===== config.mk =====
export PLATFORM = sky130hd
export DESIGN_NAME = wallace_multiplier_pipe
export DESIGN_NICKNAME = d
export VERILOG_FILES = /design/src/rtl/wmul_pkg.sv /design/src/rtl/wmul_csa_row.sv /design/src/rtl/wallace_multiplier_pipe.sv
export SDC_FILE = /design/constraint.sdc
export NUM_CORES = 1
export LEC_CHECK = 0
export ABC_AREA = 0
export BUFFER_PORTS_ARGS = -buffer_cell sky130_fd_sc_hd__buf_2
export CORE_ASPECT_RATIO = 0.5
export CORE_UTILIZATION = 45
export CTS_CLUSTER_DIAMETER = 50
export DETAILED_ROUTE_END_ITERATION = 7
export HOLD_SLACK_MARGIN = 0.08
export PLACE_DENSITY_LB_ADDON = 0.05
export SYNTH_ARGS = -nofsm -noshare
export SYNTH_HDL_FRONTEND = slang
export SYNTH_SLANG_ARGS = --single-unit

===== constraint.sdc =====
create_clock -name clk -period 5.2 [get_ports clk]
set_input_delay 0.52 -clock clk [delete_from_list [all_inputs] [get_ports clk]]
set_output_delay 0.52 -clock clk [all_outputs]
set_load 0.01 [all_outputs]

===== src/rtl/wmul_pkg.sv =====
// Shared types and elaboration-time helpers for the pipelined Wallace-tree multiplier.
package wmul_pkg;

  localparam int unsigned WMUL_W_DEFAULT = 8;

  typedef struct packed {
    logic valid;
    logic sgn;
    logic acc_clr;
  } stage_t;

  function automatic int unsigned pp_rows(input int unsigned w);
    return w + 1;
  endfunction

  // Rows left after one level of 3:2 compression.
  function automatic int unsigned csa_step(input int unsigned n);
    return 2 * (n / 3) + (n % 3);
  endfunction

  function automatic int unsigned rows_after(input int unsigned n, input int unsigned k);
    int unsigned r;
    r = n;
    for (int unsigned i = 0; i < k; i++) r = csa_step(r);
    return r;
  endfunction

  function automatic int unsigned csa_levels(input int unsigned n);
    int unsigned r;
    int unsigned l;
    r = n;
    l = 0;
    while (r > 2) begin
      r = csa_step(r);
      l++;
    end
    return l;
  endfunction

endpackage


===== src/rtl/wmul_csa_row.sv =====
// One N-bit 3:2 carry-save compressor row; carry is returned pre-shifted by one bit.
module wmul_csa_row #(
  parameter int unsigned N = 16
) (
  input  logic [N-1:0] x,
  input  logic [N-1:0] y,
  input  logic [N-1:0] z,
  output logic [N-1:0] s,
  output logic [N-1:0] c
);

  logic [N-2:0] maj;

  assign s   = x ^ y ^ z;
  assign maj = (x[N-2:0] & y[N-2:0]) | (x[N-2:0] & z[N-2:0]) | (y[N-2:0] & z[N-2:0]);
  assign c   = {maj, 1'b0};

endmodule


===== src/rtl/wallace_multiplier_pipe.sv =====
// 3-stage pipelined signed/unsigned Wallace-tree multiplier with a global-stall handshake.
// Optional running accumulator enabled by defining WMUL_ACCUM_EN.
module wallace_multiplier_pipe
  import wmul_pkg::*;
#(
  parameter int unsigned W     = WMUL_W_DEFAULT,
  parameter int unsigned ACC_G = 4
) (
  input  logic             clk,
  input  logic             rst_n,
  input  logic             in_valid,
  output logic             in_ready,
  input  logic [W-1:0]     in_a,
  input  logic [W-1:0]     in_b,
  input  logic             in_signed,
  output logic             out_valid,
  input  logic             out_ready,
`ifdef WMUL_ACCUM_EN
  input  logic             in_acc_clr,
  output logic [2*W+ACC_G-1:0] out_acc,
`endif
  output logic [2*W-1:0]   out_product
);

  localparam int unsigned P  = 2 * W;
  // The negated MSB row's "+1" travels as its own single-bit row.
  localparam int unsigned NR = pp_rows(W) + 1;
  localparam int unsigned LV = csa_levels(NR);

  logic         adv;
  logic         clr_in;
  stage_t       st1, st2;
  logic [W-1:0] a1, b1;
  logic [P-1:0] pp [NR];
  logic [P-1:0] sum2, carry2, prod;

  assign adv      = !out_valid || out_ready;
  assign in_ready = adv;

`ifdef WMUL_ACCUM_EN
  assign clr_in = in_acc_clr;
`else
  assign clr_in = 1'b0;
`endif

  always_ff @(posedge clk or negedge rst_n) begin
    if (!rst_n) begin
      st1 <= '0;
      a1  <= '0;
      b1  <= '0;
    end else if (adv) begin
      st1.valid   <= in_valid;
      st1.sgn     <= in_signed;
      st1.acc_clr <= clr_in;
      a1          <= in_a;
      b1          <= in_b;
    end
  end

  // Row W carries weight -2^W when the extended multiplier is negative: ~x + 1.
  always_comb begin
    logic [P-1:0] ax;
    logic         bx;
    ax = {{W{st1.sgn & a1[W-1]}}, a1};
    bx = st1.sgn & b1[W-1];
    for (int unsigned i = 0; i < W; i++) pp[i] = b1[i] ? (ax << i) : '0;
    pp[W]   = bx ? ~(ax << W) : '0;
    pp[W+1] = P'(bx);
  end

  for (genvar k = 0; k <= LV; k++) begin : lvl
    localparam int unsigned NK = rows_after(NR, k);
    logic [P-1:0] r [NK];
    if (k == 0) begin : g_init
      assign r = pp;
    end else begin : g_red
      localparam int unsigned NP = rows_after(NR, k - 1);
      for (genvar g = 0; g < NP / 3; g++) begin : g_csa
        wmul_csa_row #(.N(P)) u_csa (
          .x(lvl[k-1].r[3*g]),
          .y(lvl[k-1].r[3*g+1]),
          .z(lvl[k-1].r[3*g+2]),
          .s(r[2*g]),
          .c(r[2*g+1])
        );
      end
      for (genvar j = 0; j < NP % 3; j++) begin : g_pass
        assign r[2*(NP/3)+j] = lvl[k-1].r[3*(NP/3)+j];
      end
    end
  end

  always_ff @(posedge clk or negedge rst_n) begin
    if (!rst_n) begin
      st2    <= '0;
      sum2   <= '0;
      carry2 <= '0;
    end else if (adv) begin
      st2    <= st1;
      sum2   <= lvl[LV].r[0];
      carry2 <= lvl[LV].r[1];
    end
  end

  assign prod = sum2 + carry2;

  always_ff @(posedge clk or negedge rst_n) begin
    if (!rst_n) begin
      out_valid   <= 1'b0;
      out_product <= '0;
    end else if (adv) begin
      out_valid <= st2.valid;
      if (st2.valid) out_product <= prod;
    end
  end

`ifdef WMUL_ACCUM_EN
  logic [P+ACC_G-1:0] pext;
  assign pext = {{ACC_G{st2.sgn & prod[P-1]}}, prod};

  always_ff @(posedge clk or negedge rst_n) begin
    if (!rst_n) begin
      out_acc <= '0;
    end else if (adv && st2.valid) begin
      out_acc <= st2.acc_clr ? pext : out_acc + pext;
    end
  end
`else
  logic unused_ok;
  assign unused_ok = ^{st2.sgn, st2.acc_clr, ACC_G[0]};
`endif

endmodule

==> flow_metrics.env <==
export IMPL_cts_resized=0
export IMPL_yosys_register_bits=66
export IMPL_antenna_left=0
export IMPL_postSynth_asyncResetShare_pct=100.0
export IMPL_power_density_nw_per_um2=648.4
export IMPL_stdcell_count=812
export IMPL_r2r_cells=12
export IMPL_stdcell_area_sq_um=6211
export IMPL_rows=28
export IMPL_grt_max_degree=67
export IMPL_min_period_ns=4.094
export IMPL_io_buffer_count=38
export IMPL_die_area_sq_um=12880
export IMPL_ys_flop_type="dfrtp_1"
export IMPL_highest_layer="met4"
export IMPL_avgSynthCellArea_sq_um=8.974
export IMPL_report_final_slew_viol_count=0
export IMPL_routedWlPerCell_microns=13.85
export IMPL_area_growth_syn_to_layout_pct=11.28
export IMPL_grt_first_pass_wirelength_microns=20100
export IMPL_viasPerCell=4.814
export IMPL_synth_fp_nets=747
export IMPL_diodes=0
export IMPL_grt_use_total_pct=20.29
export IMPL_grt_overflow=0
export IMPL_path_class="register to register"
export IMPL_drtIter0Drc=147
export IMPL_setup_violations=0
export IMPL_combPwrFrac_pct=60.8
export IMPL_rsz0062_at_grt="no"
export IMPL_core_area_sq_um=11950
export IMPL_dieWidth_microns=159.5
export IMPL_final_nets=767
export IMPL_holdWs_ns=0.3744
export IMPL_finalSetupTns_ns=0
export IMPL_worstMarginPinSlew_ns=0.8836
export IMPL_clock_power_share_pct=16.7
export IMPL_drc_errors=0
export IMPL_post_place_cells=796
export IMPL_cts_htree_levels=3
export IMPL_cts_sinks=66
export IMPL_dpl_hpwl_microns=8551
export IMPL_cts_buffers=9
export IMPL_fin_crit_sh_pct=78.73
export IMPL_required_ns=5.39
export IMPL_hold_buffers=0
export IMPL_cp_startpoint="st1[1]$_DFFE_PN0N_"
export IMPL_status="complete, no violations"
export IMPL_worst_slack_ns=1.106
export IMPL_power_net_switching_mw=1.792
export IMPL_p_seq_share_pct=22.5
export IMPL_slew_headroom_pct=40.95
export IMPL_leakage_nw=3.196
export IMPL_fmax_mhz=244.3
export IMPL_root_buffer="clkbuf_16"
export IMPL_synth_cell_type_count=44
export IMPL_drt_wl_total_microns=11250
export IMPL_fin_worst_skew_ns=0.007215
export IMPL_cts_tree="built"
export IMPL_cp_end_kind="register"
export IMPL_floorplan_initialDensity_pct=46.72
export IMPL_wl_met3_microns=394
export IMPL_grt_pass1_vias=4031
export IMPL_hold_violations=0
export IMPL_crit_end="sum2[15]$_DFFE_PN0N_"
export IMPL_p_int_mw=2.235
export IMPL_synthesis_instances=622
export IMPL_dr_pass1_iters=4
export IMPL_cts_clk_slew_worst_paths_ns=0.06
export IMPL_postCtsSetupBuffers=0
export IMPL_insertion_delay_ns=0.33
export IMPL_gp_congestion=0.8104
export IMPL_arrival_ns=4.29
export IMPL_io_pins=39
export IMPL_dpl_worst_slack_ns=1.103
export IMPL_drive_gt1_share_pct=10.05
export IMPL_m1WireLength_microns=6270
export IMPL_die_h_microns=80.75
export IMPL_synth_edf_count=0
export IMPL_reg2reg_from="st1[1]$_DFFE_PN0N_"
export IMPL_totalPowerFinal_mw=4.027
export IMPL_ys_warn_count=0
export IMPL_r2r_end="sum2[15]$_DFFE_PN0N_"
export IMPL_grt_antenna_before_repair=0
export IMPL_syn_area_sq_um=5582
export IMPL_worstSetupStartpointType="register"
export IMPL_fin_util_pct=51.99
export IMPL_crit_path_max_fanout=12
export IMPL_ys_seq_area_share_pct=29.59
export IMPL_dpl_instance_area_sq_um=5882
export IMPL_final_cell_mix="nand2_1, inv_1, dfrtp_1"
export IMPL_ir_drop_uv=242.0
export IMPL_layout_commonest_cell="nand2_1"
export IMPL_ff2ff_setup_slack_ns=1.11
export IMPL_clockBufferDepth=2
export IMPL_wl_met2_microns=4481
export IMPL_swShare_pct=44.50
export IMPL_num_vias=3909
export IMPL_cap_violations=0
export IMPL_min_path_type="input port to asynchronous set/reset pin"
==> routing by layer <==
metal | GRT usage (%) | vias up
met5 | 0 | -
met1 | 29.99 | 1860
met3 | 3.882 | 10
met4 | 4.615 | 0
li1 | - | 1978
met2 | 30.96 | 61
==> kinds of logic after synthesis <==
logic type	synth area share, %
compound gates	7.016
buf+inv	6.770
xor+xnor	2.668
fa+ha+maj	32.15
simple gates	21.81
flops	29.59
==> worst min-delay path by stage <==
stage	from	to	slack, ns
after floorplan	rst_n	a1[0]$_DFFE_PN0N_	0.22
after global placement	st1[2]$_DFFE_PN0N_	st1[2]$_DFFE_PN0N_	0.45
after detailed placement	out_product[2]$_DFFE_PN0P_	out_product[2]$_DFFE_PN0P_	0.46
after CTS	in_a[3]	a1[3]$_DFFE_PN0N_	0.37
after global routing	in_b[4]	b1[4]$_DFFE_PN0N_	0.38
final	rst_n	out_product[13]$_DFFE_PN0P_	0.37
==> synthesized netlist by cell type (2+ instances only) <==
cell	count	area share, %
a211oi_1	4	0.54
a21o_1	4	0.54
a21oi_1	9	0.81
a221o_1	2	0.36
and2_1	46	5.2
and3_1	4	0.45
buf_2	5	0.45
clkbuf_1	26	1.7
dfrtp_1	66	30
fa_1	63	23
ha_1	41	9.2
inv_1	66	4.4
maj3_1	2	0.36
nand2_1	192	13
nand2b_1	4	0.45
nand3_1	4	0.36
nor2_1	14	0.94
nor2b_1	3	0.34
nor3_1	2	0.18
o211ai_1	5	0.67
o21a_1	3	0.40
o21ai_0	18	1.6
or2_2	3	0.34
xnor2_1	10	1.6
xor2_1	7	1.1
==> cell type report <==
class | instances | area (sq um)
fillers | 1162 | 5736
multi-input cells | 457 | 3560
flip-flops and latches | 66 | 1652
inverters | 67 | 251.5
clock buffers | 11 | 242.7
repair buffers | 41 | 212.7
well taps | 165 | 206.4
clock inverters | 5 | 86.33
==> power groups by stage <==
| stage | combinational [mW] | clock, mW | sequential (mW) |
|---|---|---|---|
| after floorplan | 1.98 | 0 | 0.833 |
| after global placement | 2.43 | 0 | 0.913 |
| after detailed placement | 2.50 | 0 | 0.912 |
| after CTS | 2.52 | 0.690 | 0.904 |
| after global routing | 3.02 | 0.712 | 0.934 |
| final | 2.45 | 0.672 | 0.906 |
==> flip-flops by register name (all words and copies together), names as in the netlist <==
register     flops
out_product     16
sum2            16
carry2          14
a1               8
b1               8
st1              2
out_valid        1
st2              1
==> critical path, cell delays in order, from the launching register on <==
cell,delay (ns)
dfrtp_1,0.54
nand2_1,0.33
or2_2,0.39
fa_1,0.50
fa_1,0.51
inv_1,0.05
fa_1,0.48
fa_1,0.40
xnor2_1,0.23
xnor2_1,0.16
xnor2_1,0.15
xnor2_1,0.13
o21ai_0,0.08
No activity file was read; power rests on OpenSTA's default activity.
